`src/rtl/instruction_fetch_pkg.sv`:
```
// Shared definitions for the IF stage: bubble encoding, reset PC default,
// fetch FSM states and the parked-word record.
package instruction_fetch_pkg;

    localparam logic [31:0] NOP_ENCODING     = 32'h0000_0013;
    localparam logic [31:0] RESET_PC_DEFAULT = 32'h0000_0000;

    typedef enum logic [1:0] {
        S_FETCH,
        S_WAIT,
        S_HOLD,
        S_DROP
    } if_state_e;

    typedef struct packed {
        logic [31:0] instr;
        logic [31:0] pc;
    } fetch_word_t;

    function automatic logic [31:0] word_align(input logic [31:0] addr);
        return addr & ~32'd3;
    endfunction

endpackage

```
`src/rtl/instruction_fetch.sv`:
```
// IF stage: owns the PC, keeps at most one fetch outstanding, and loads the
// IF/ID registers with fetched words or NOP bubbles.
module instruction_fetch
    import instruction_fetch_pkg::*;
#(
    parameter logic [31:0] RESET_PC  = RESET_PC_DEFAULT,
    parameter logic [31:0] NOP_INSTR = NOP_ENCODING
) (
    input  logic        clk,
    input  logic        reset_n,
    input  logic        id_stall_i,
    input  logic        branch_taken_i,
    input  logic [31:0] branch_target_i,
    output logic        imem_req_o,
    output logic [31:0] imem_addr_o,
    input  logic        imem_rvalid_i,
    input  logic [31:0] imem_rdata_i,
    output logic [31:0] PIP_instr_o,
    output logic [31:0] PIP_pc_o,
    output logic        PIP_valid_o
);

    if_state_e   state, state_next;
    logic [31:0] pc, pc_next;
    fetch_word_t hold, hold_next;
    logic        hold_valid, hold_valid_next;
    logic        req;
    logic        deliver;
    fetch_word_t deliver_word;
    logic [31:0] instr_next;
    logic [31:0] pc_out_next;
    logic        valid_next;

    assign imem_req_o  = req & reset_n;
    assign imem_addr_o = pc;

    always_comb begin
        state_next      = state;
        pc_next         = pc;
        hold_next       = hold;
        hold_valid_next = hold_valid;
        req             = 1'b0;
        deliver         = 1'b0;
        deliver_word    = '{instr: imem_rdata_i, pc: pc};

        unique case (state)
            S_FETCH: begin
                // A response here would be a protocol error; it is ignored.
                req = !branch_taken_i;
                if (!branch_taken_i) state_next = S_WAIT;
            end
            S_WAIT: begin
                if (imem_rvalid_i) begin
                    state_next = S_FETCH;
                    if (!branch_taken_i) begin
                        pc_next = pc + 32'd4;
                        if (id_stall_i) begin
                            state_next      = S_HOLD;
                            hold_next       = '{instr: imem_rdata_i, pc: pc};
                            hold_valid_next = 1'b1;
                        end else begin
                            deliver = 1'b1;
                        end
                    end
                end else if (branch_taken_i) begin
                    state_next = S_DROP;
                end
            end
            S_HOLD: begin
                if (branch_taken_i || !id_stall_i) state_next = S_FETCH;
                if (!branch_taken_i && !id_stall_i) begin
                    deliver         = hold_valid;
                    deliver_word    = hold;
                    hold_valid_next = 1'b0;
                end
            end
            S_DROP: begin
                if (imem_rvalid_i) state_next = S_FETCH;
            end
        endcase

        if (branch_taken_i) begin
            pc_next         = word_align(branch_target_i);
            hold_valid_next = 1'b0;
        end

        // IF/ID priority: redirect, then stall, then deliver, else bubble.
        instr_next  = PIP_instr_o;
        pc_out_next = PIP_pc_o;
        valid_next  = PIP_valid_o;
        if (branch_taken_i) begin
            instr_next  = NOP_INSTR;
            pc_out_next = '0;
            valid_next  = 1'b0;
        end else if (!id_stall_i) begin
            if (deliver) begin
                instr_next  = deliver_word.instr;
                pc_out_next = deliver_word.pc;
                valid_next  = 1'b1;
            end else begin
                instr_next = NOP_INSTR;
                valid_next = 1'b0;
            end
        end
    end

    always_ff @(posedge clk or negedge reset_n) begin
        if (!reset_n) begin
            state       <= S_FETCH;
            pc          <= RESET_PC;
            hold        <= '0;
            hold_valid  <= 1'b0;
            PIP_instr_o <= NOP_INSTR;
            PIP_pc_o    <= '0;
            PIP_valid_o <= 1'b0;
        end else begin
            state       <= state_next;
            pc          <= pc_next;
            hold        <= hold_next;
            hold_valid  <= hold_valid_next;
            PIP_instr_o <= instr_next;
            PIP_pc_o    <= pc_out_next;
            PIP_valid_o <= valid_next;
        end
    end

endmodule

```
`config.mk`:
```
export PLATFORM = sky130hd
export DESIGN_NAME = instruction_fetch
export DESIGN_NICKNAME = d
export VERILOG_FILES = /design/src/rtl/instruction_fetch_pkg.sv /design/src/rtl/instruction_fetch.sv
export SDC_FILE = /design/constraint.sdc
export NUM_CORES = 1
export LEC_CHECK = 0
export BUFFER_PORTS_ARGS = -buffer_cell sky130_fd_sc_hd__buf_2
export CAP_MARGIN = 20
export CORE_AREA = 8 8 135 137
export DETAILED_ROUTE_END_ITERATION = 10
export DIE_AREA = 0 0 143 145
export PLACE_DENSITY = 0.82
export SLEW_MARGIN = 20
export SYNTH_ARGS = -nofsm -noshare
export SYNTH_HDL_FRONTEND = slang
export SYNTH_SLANG_ARGS = --single-unit
```
`constraint.sdc`:
```
create_clock -name clk -period 2.25 [get_ports clk]
set_input_delay 0.45 -clock clk [delete_from_list [all_inputs] [get_ports clk]]
set_output_delay 0.45 -clock clk [all_outputs]
set_load 0.005 [all_outputs]
```
# == After elaboration in Yosys (flattened, before gate mapping) ==
# Cells that the tools add are included.
# classes
eq_ne,10
muxes,33
n_reduce_logical,14
bitwise,2
n_addsub,1
# ops
operator,n
2-to-1 mux 32 bit,9
2-to-1 mux 64 bit,2
adder 32 x 3 -> 32 bit (second input constant),1
2-to-1 mux 2 bit,7
2-to-1 mux 1 bit,12
AND reduction 4 bit,3
inequality test 3 bit (second input constant),3
one-hot mux 2 bit (4 select lines),1
inequality test 2 bit (second input constant),3
nonzero test 2 bit,3
== test 2 bit (second input constant),2
one-hot mux 1 bit (2 select lines),2
AND reduction 2 bit,2
nonzero test 3 bit,1
== test 2 x 1 -> 1 bit (second input constant),1
zero test 1 bit,2
zero test 2 bit,1
inequality test 2 x 1 -> 1 bit (second input constant),1
AND 1 bit,1
logical AND 1 bit,1
logical OR 1 bit,1
inverter 1 bit,1
# totals
inputBits,69
elab_cells,68
out_inout_bits,98
regBits,164

# == Logic depth before layout (Yosys ltp) ==
# Gate-level depths: netlist of the first run.
# depth
ltp_word,7
mapped_depth,10
depth_no_buf,6

# == Worst setup path before layout of the first run ==
# OpenSTA, ideal clock, no wires.
# synth_timing
path_kind,register to register
start,reg state[1]
end,reg hold[48] in the netlist's numbering
required_time_ns,2.125
t_arrival_ns,1.856
path_stages_with_launch,10
n_path_buf,4
setup_slack_ns,0.269
setup_time_ns,0.125
period_less_slack_ns,1.981
cell_sequence,dfrtp_1 -> inv_1 -> ha_1 -> buf_2 -> and2_1 -> buf_2 -> nand2_1 -> buf_2 -> buf_4 -> mux2_2
# synth_between
elab_chain_cells,2
# synth_rtl
element,line_no,source
"start, declared",instruction_fetch.sv:23,"if_state_e state, state_next;"
"start signal, assigned",instruction_fetch.sv:117,state <= state_next;
== test 2 x 1 -> 1 bit,instruction_fetch.sv:46,unique case (state)
AND reduction 4 bit (no source line),n/a,
"end signal, assigned",instruction_fetch.sv:119,hold <= hold_next;
"end, declared",instruction_fetch.sv:25,"fetch_word_t hold, hold_next;"
# Every way passes these cells.
# A chain may end at the register's enable or synchronous reset.

# == Worst setup path after layout of the first run ==
# layout_timing
start,reg state[1]
end,reg pc[25] (netlist: imem_addr_o[25])
# layout_between
elab_chain_cells,3
# layout_rtl
element,line_no,source
== test 2 x 1 -> 1 bit,instruction_fetch.sv:46,
nonzero test 2 bit (no source line),n/a,
AND reduction 2 bit (no source line),n/a,
"end signal, assigned",instruction_fetch.sv:118,pc <= pc_next;
"end, declared",instruction_fetch.sv:24,"logic [31:0] pc, pc_next;"
# Every way passes these cells.

==> results_dict.tcl, run 1 <==
set metrics [dict create \
    status "complete, no violations" \
    multi_input_area_um2 3200 \
    synth-compound-area-share 0.120 \
    synthXorXnorAreaFrac 0.0118 \
    timing.rr.start "state[1]$_DFFE_PN0P_" \
    grt_pass1_wl_mm 31.5 \
    hold_class "in -> async" \
    wl_mm 19.5 \
    avgSynthCellArea_um2 10.5 \
    seqPwrFrac 0.445 \
    post-cts-setup-buffers 0 \
    grt_start_max_net_pins 160 \
    vias 5963 \
    cp-end-kind "register" \
    hold_viol_final 0 \
    synth.area.top_cells "dfrtp_1 53%, mux2_2 8.7%, nand2_1 5.9%" \
    grt.met1_usage 0.217 \
    synthAdderAreaFrac 0.0101 \
    p_sw_w 0.00261 \
    syn_inst 704 \
    yosysSeqAreaShare 0.537 \
    synth_common_cells "156 x dfrtp_1, 116 x nand2_1, 57 x mux2_2, 53 x o21ai_0, 52 x nor2_1" \
    synth-main-ff-cell "dfrtp_1" \
    clkTransAtPathRegs_ns 0.06 \
    yosysUniqueCellTypes 53 \
    fillCellCount 1334 \
    slew_violations 0 \
    clock_latency_ns 0.42 \
    synth_top_family_by_area "simple AND/OR/NAND/NOR gates" \
    intPower_w 0.00665 \
    min_period_ns 2.08 \
    rows 47 \
    htreeDepth 4 \
    yosys.area.top_type "dfrtp_1" \
    grt_usage 0.192 \
    clkPwrFrac 0.332 \
    diodes 0 \
    grt-ovfl-total 0 \
    die-area_um2 20700 \
    clockBufferDepth 2 \
    fin_crit_sh 0.922 \
    yosys_warnings 0 \
    drtIter0Drc 389 \
    top_usage_layer "met2" \
    netlist_area_um2 7420 \
    slew_headroom 0.401 \
    cts.sinks 159 \
    clock.fmax_ghz 0.482 \
    ir_drop_mv 0.517 \
    fin_tns_setup_ns 0 \
    dp_hpwl_mm 13.3 \
    antenna_found_initial 2 \
    final_antenna_net_count 0 \
    arrival_ns 2.42 \
    synth-edff-count 0 \
    finalPower_w 0.00926 \
    numCtsBuffers 17 \
    worst_setup_path_start_kind "register" \
    final_nets 930 \
    fin_util 0.568 \
    p_per_area_nw_per_um2 1010 \
    drive_gt1_frac 0.329 \
    portBuffers 162 \
    critPathKind "reg -> reg" \
    crit_start "state[1]$_DFFE_PN0P_" \
    path_max_fanout 15 \
    cts_tree "yes" \
    regArea_um2 3980 \
    routabilityCongestion 0.805 \
    worst_pin_slew_ns 0.898 \
    wl_per_cell_um 17.9 \
    use_met3 0.0692 \
    ys_seq_elements 159 \
    skew_ns 0.00743 \
    regToRegSetupSlack_ns 0.17 \
    area_delta_synth_final_pct 23.9 \
    die_x_um 143 \
    drv_cap 0 \
    io-pin-count 167 \
    crit_required_ns 2.59 \
    yosysMostFrequentCell "dfrtp_1" \
    start_util 0.459 \
    chipHeight_um 145 \
    synth-simple-area-share 0.153 \
    setup_viol 0 \
    drt_pass1_iterations 5 \
    drc_errors 0 \
    met2_usage 0.323 \
    rsz0062_at_grt "no" \
    synthDominantCellAreaShare 0.526 \
    p_comb_frac 0.223 \
    swShare 0.282 \
    synthArstFlopShare 1.00 \
    design.core.area_um2 16200 \
    muxShareOfSynthArea 0.130 \
    vias_per_cell 5.49 \
    grt_pass1_vias 6161 \
    total_leakage_power_nw 4.25 \
    clockRootBuffer "clkbuf_16" \
]
[per-layer routing]
metal	vias up	part of all wire
met2	186	0.50
met1	2926	0.40
met3	27	0.089
met5	-	0.0015
met4	4	0.016
li1	2820	-
[through the flow]
stage | worst slack [ns] | hold WS, ns | std cells | instance area (um^2)
finish | 0.175 | 0.115 | 1087 | 9190
detailed placement | 0.103 | 0.463 | 1056 | 8540
global placement | 0.155 | 0.455 | 1056 | 8540
floorplan | 0.269 | 0.154 | 705 | 7420
global route | 0.0395 | 0.220 | 1087 | 9190
CTS | 0.0712 | 0.216 | 1087 | 9180
[path summary, 6_finish.rpt]
| kind | depth (start not counted) | end |
|---|---|---|
| max | 6 | imem_addr_o[25]$_DFFE_PN0P_ |
| min | 2 | PIP_instr_o[16]$_DFFE_PN0N_ |
| max reg2reg | 6 | imem_addr_o[25]$_DFFE_PN0P_ |
| min reg2reg | 1 | PIP_pc_o[3]$_DFFE_PN0P_ |
| max in group asynchronous | 2 | hold[48]$_DFFE_PN0P_ |
| min in group clk | 3 | imem_addr_o[2]$_DFFE_PN0P_ |
[area by class of cell]
cell class	instances	area share
multi-input cells	484	0.348
clock inverters	9	0.0172
well taps	220	0.0300
inverters	10	0.00408
flip-flops and latches	159	0.433
clock buffers	22	0.0516
repair buffers	183	0.116
[timing repair]
action                     4_1_cts  5_1_grt
setup endpoints to repair        0        9
gates resized for setup          0        3
hold buffers                     0        0
[state kept, by name (all words and copies together) (netlist names)]
register,count
PIP_pc_o,31
imem_addr_o,30
state,2
PIP_instr_o,32
hold_valid,1
PIP_valid_o,1
hold,62
[power groups by stage]
stage	Clock [W]	Combinational, W	Sequential [W]
floorplan	0	0.00136	0.00407
global route	0.00324	0.00230	0.00423
global placement	0	0.00200	0.00411
finish	0.00307	0.00207	0.00412
CTS	0.00312	0.00210	0.00412
detailed placement	0	0.00209	0.00416
[cell usage in the layout, fill, tap and decap left out, types with 4 or more instances in the layout]
cell type,n
o21ai_0,53
and3_1,7
clkbuf_16,17
nor3_1,10
nand2_1,115
and4_1,5
o31ai_1,5
inv_1,10
a311oi_1,24
o2bb2ai_1,4
buf_4,14
nand3_1,18
buf_12,7
ha_1,6
xnor2_1,4
or3_1,4
mux2i_1,32
dfrtp_1,156
bufinv_16,4
mux2_2,57
nor2_1,51
nand4_1,8
buf_2,161
xor2_1,6
or4_1,4
a22oi_1,6
o311ai_0,5
a211oi_1,4
a31oi_1,10
[critical path, stage by stage (launching register included)]
cell     delay (ns)
dfrtp_1        0.40
inv_1          0.13
ha_1           0.29
and4_1         0.31
nand4_4        0.23
or4_1          0.47
a31oi_1        0.17
[cell families (layout without fill, tap and decap cells)]
| kind of cell | Yosys count | after routing |
|---|---|---|
| muxes | 89 | 89 |
| AOI/OAI and AO/OA | 131 | 131 |
| xor gates and xnor gates | 10 | 10 |
| other | 1 | 2 |
| DFF | 159 | 159 |
| and+or+nand+nor | 246 | 246 |
| buffers and inverters | 62 | 224 |
| adders and majority gates | 6 | 6 |
(Power assumes the default switching activity.)
==> run 2: changes to the inputs <==
==> constraint.sdc (replaced) <==
create_clock -name clk -period 2.25 [get_ports clk]
set_input_delay 0.675 -clock clk [delete_from_list [all_inputs] [get_ports clk]]
set_output_delay 0.675 -clock clk [all_outputs]
set_load 0.005 [all_outputs]
==> results_dict.tcl, run 2 (synthesized netlist as in run 1, its figures left out) <==
set metrics [dict create \
    drc_errors 0 \
    slew_violations 0 \
    layout_common_cells "161 x buf_2, 156 x dfrtp_1, 115 x nand2_1" \
    vias 5943 \
    place_ws_ns 0.0821 \
    intPower_w 0.00670 \
    top_regs "hold x62, PIP_instr_o x32, PIP_pc_o x31" \
    timing.rr.start "state[1]$_DFFE_PN0P_" \
    arrival_ns 1.47 \
    die-area_um2 20700 \
    fin_crit_sh 0.954 \
    clock_latency_ns 0.42 \
    chipHeight_um 145 \
    grt_start_max_net_pins 82 \
    wl_mm 19.1 \
    cp-end-kind "output port" \
    drtIter0Drc 373 \
    grt_pass1_wl_mm 31.5 \
    swShare 0.279 \
    skew_ns 0.00768 \
    holdWs_ns 0.399 \
    regToRegSetupSlack_ns 0.19 \
    total_leakage_power_nw 4.33 \
    grt-ovfl-total 0 \
    min_period_ns 2.15 \
    post-cts-setup-buffers 0 \
    cts_tree "yes" \
    seqPwrFrac 0.441 \
    fin_tns_setup_ns 0 \
    crit_required_ns 1.57 \
    path_max_fanout 4 \
    io-pin-count 167 \
    rows 47 \
    dp_hpwl_mm 13.8 \
    final_cells 1102 \
    p_per_area_nw_per_um2 1000 \
    clock.fmax_ghz 0.466 \
    drv_cap 0 \
    p_sw_w 0.00260 \
    worst_pin_slew_ns 0.994 \
    clkPwrFrac 0.331 \
    setup_viol 0 \
    top_register "hold" \
    final_nets 945 \
    routabilityCongestion 0.801 \
    antenna_found_initial 2 \
    reg2reg_depth 7 \
    wl_per_cell_um 17.4 \
    grt_usage 0.189 \
    die_x_um 143 \
    slew_headroom 0.338 \
    fillCellCount 1362 \
    portBuffers 162 \
    grt_pass1_vias 6201 \
    clkTransAtPathRegs_ns 0.06 \
    htreeDepth 4 \
    r2r_end "PIP_pc_o[4]$_DFFE_PN0P_" \
    critPathKind "reg -> out" \
    dp.cells 1071 \
    hold_class "in -> async" \
    start_util 0.459 \
    vias_per_cell 5.39 \
    status "complete, no violations" \
    numCtsBuffers 17 \
    drt_pass1_iterations 5 \
    cts.sinks 159 \
    clockRootBuffer "clkbuf_16" \
    worst_setup_path_start_kind "register" \
    finalPower_w 0.00930 \
    p_comb_frac 0.228 \
    diodes 0 \
    drive_gt1_frac 0.337 \
    area_delta_synth_final_pct 25.5 \
    rsz0062_at_grt "no" \
    largest_register_ffs 62 \
    clockBufferDepth 2 \
    final_common_cell "buf_2" \
    hold_viol_final 0 \
    setup_slack_ns 0.104 \
    design.core.area_um2 16200 \
    ir_drop_mv 0.563 \
    final_antenna_net_count 0 \
]
-- run 2: worst max-delay path by stage --
stage                     slack [ns]                     endpoint  cells past startpoint            startpoint
final                           0.10                   imem_req_o                      4  state[0]$_DFFE_PN0P_
after global routing            0.01      PIP_pc_o[4]$_DFFE_PN0P_                      7  state[1]$_DFFE_PN0P_
after CTS                       0.07  imem_addr_o[27]$_DFFE_PN0P_                      6  state[1]$_DFFE_PN0P_
after detailed placement        0.08  imem_addr_o[25]$_DFFE_PN0P_                      6  state[1]$_DFFE_PN0P_
after global placement          0.19  imem_addr_o[27]$_DFFE_PN0P_                      5         imem_rvalid_i
after floorplan                 0.03                   imem_req_o                      5        branch_taken_i
-- run 2: timing repair --
action	in CTS	in global routing
resized for setup	0	1
hold buffers	0	0
setup endpoints to repair	0	4
-- run 2: metal layers --
metal,track usage,vias up,share of wire
met5,0,-,0.0012
met4,0.0627,4,0.014
met3,0.0715,28,0.090
met2,0.308,190,0.48
met1,0.224,2861,0.41
li1,-,2860,-
-- run 2: worst max-delay path: stages, from the launching register on --
cell     delay [ns]
dfrtp_1        0.41
inv_1          0.14
ha_1           0.18
and3_1         0.20
buf_2          0.13
-- run 2: cell type report --
class                           instances  area [um^2]  area share
Clock inverter                         11          190      0.0204
Sequential cell                       159         3980       0.428
Multi-Input combinational cell        484         3190       0.343
Inverter                               10         37.5     0.00403
Timing Repair Buffer                  198         1190       0.128
Clock buffer                           20          437      0.0469
Tap cell                              220          275      0.0296
-- run 2: metrics by stage --
step	area, um^2	utilization
global placement	8670	0.536
global route	9310	0.576
finish	9310	0.576
detailed placement	8670	0.536
CTS	9300	0.575
floorplan	7420	-
-- run 2: power by group through the flow --
stage / combinational, W / sequential [W] / clock, W
after global routing: 0.00236 / 0.00421 / 0.00325
after global placement: 0.00207 / 0.00409 / 0
final: 0.00212 / 0.00410 / 0.00308
after detailed placement: 0.00214 / 0.00415 / 0
after CTS: 0.00216 / 0.00410 / 0.00315
after floorplan: 0.00136 / 0.00407 / 0
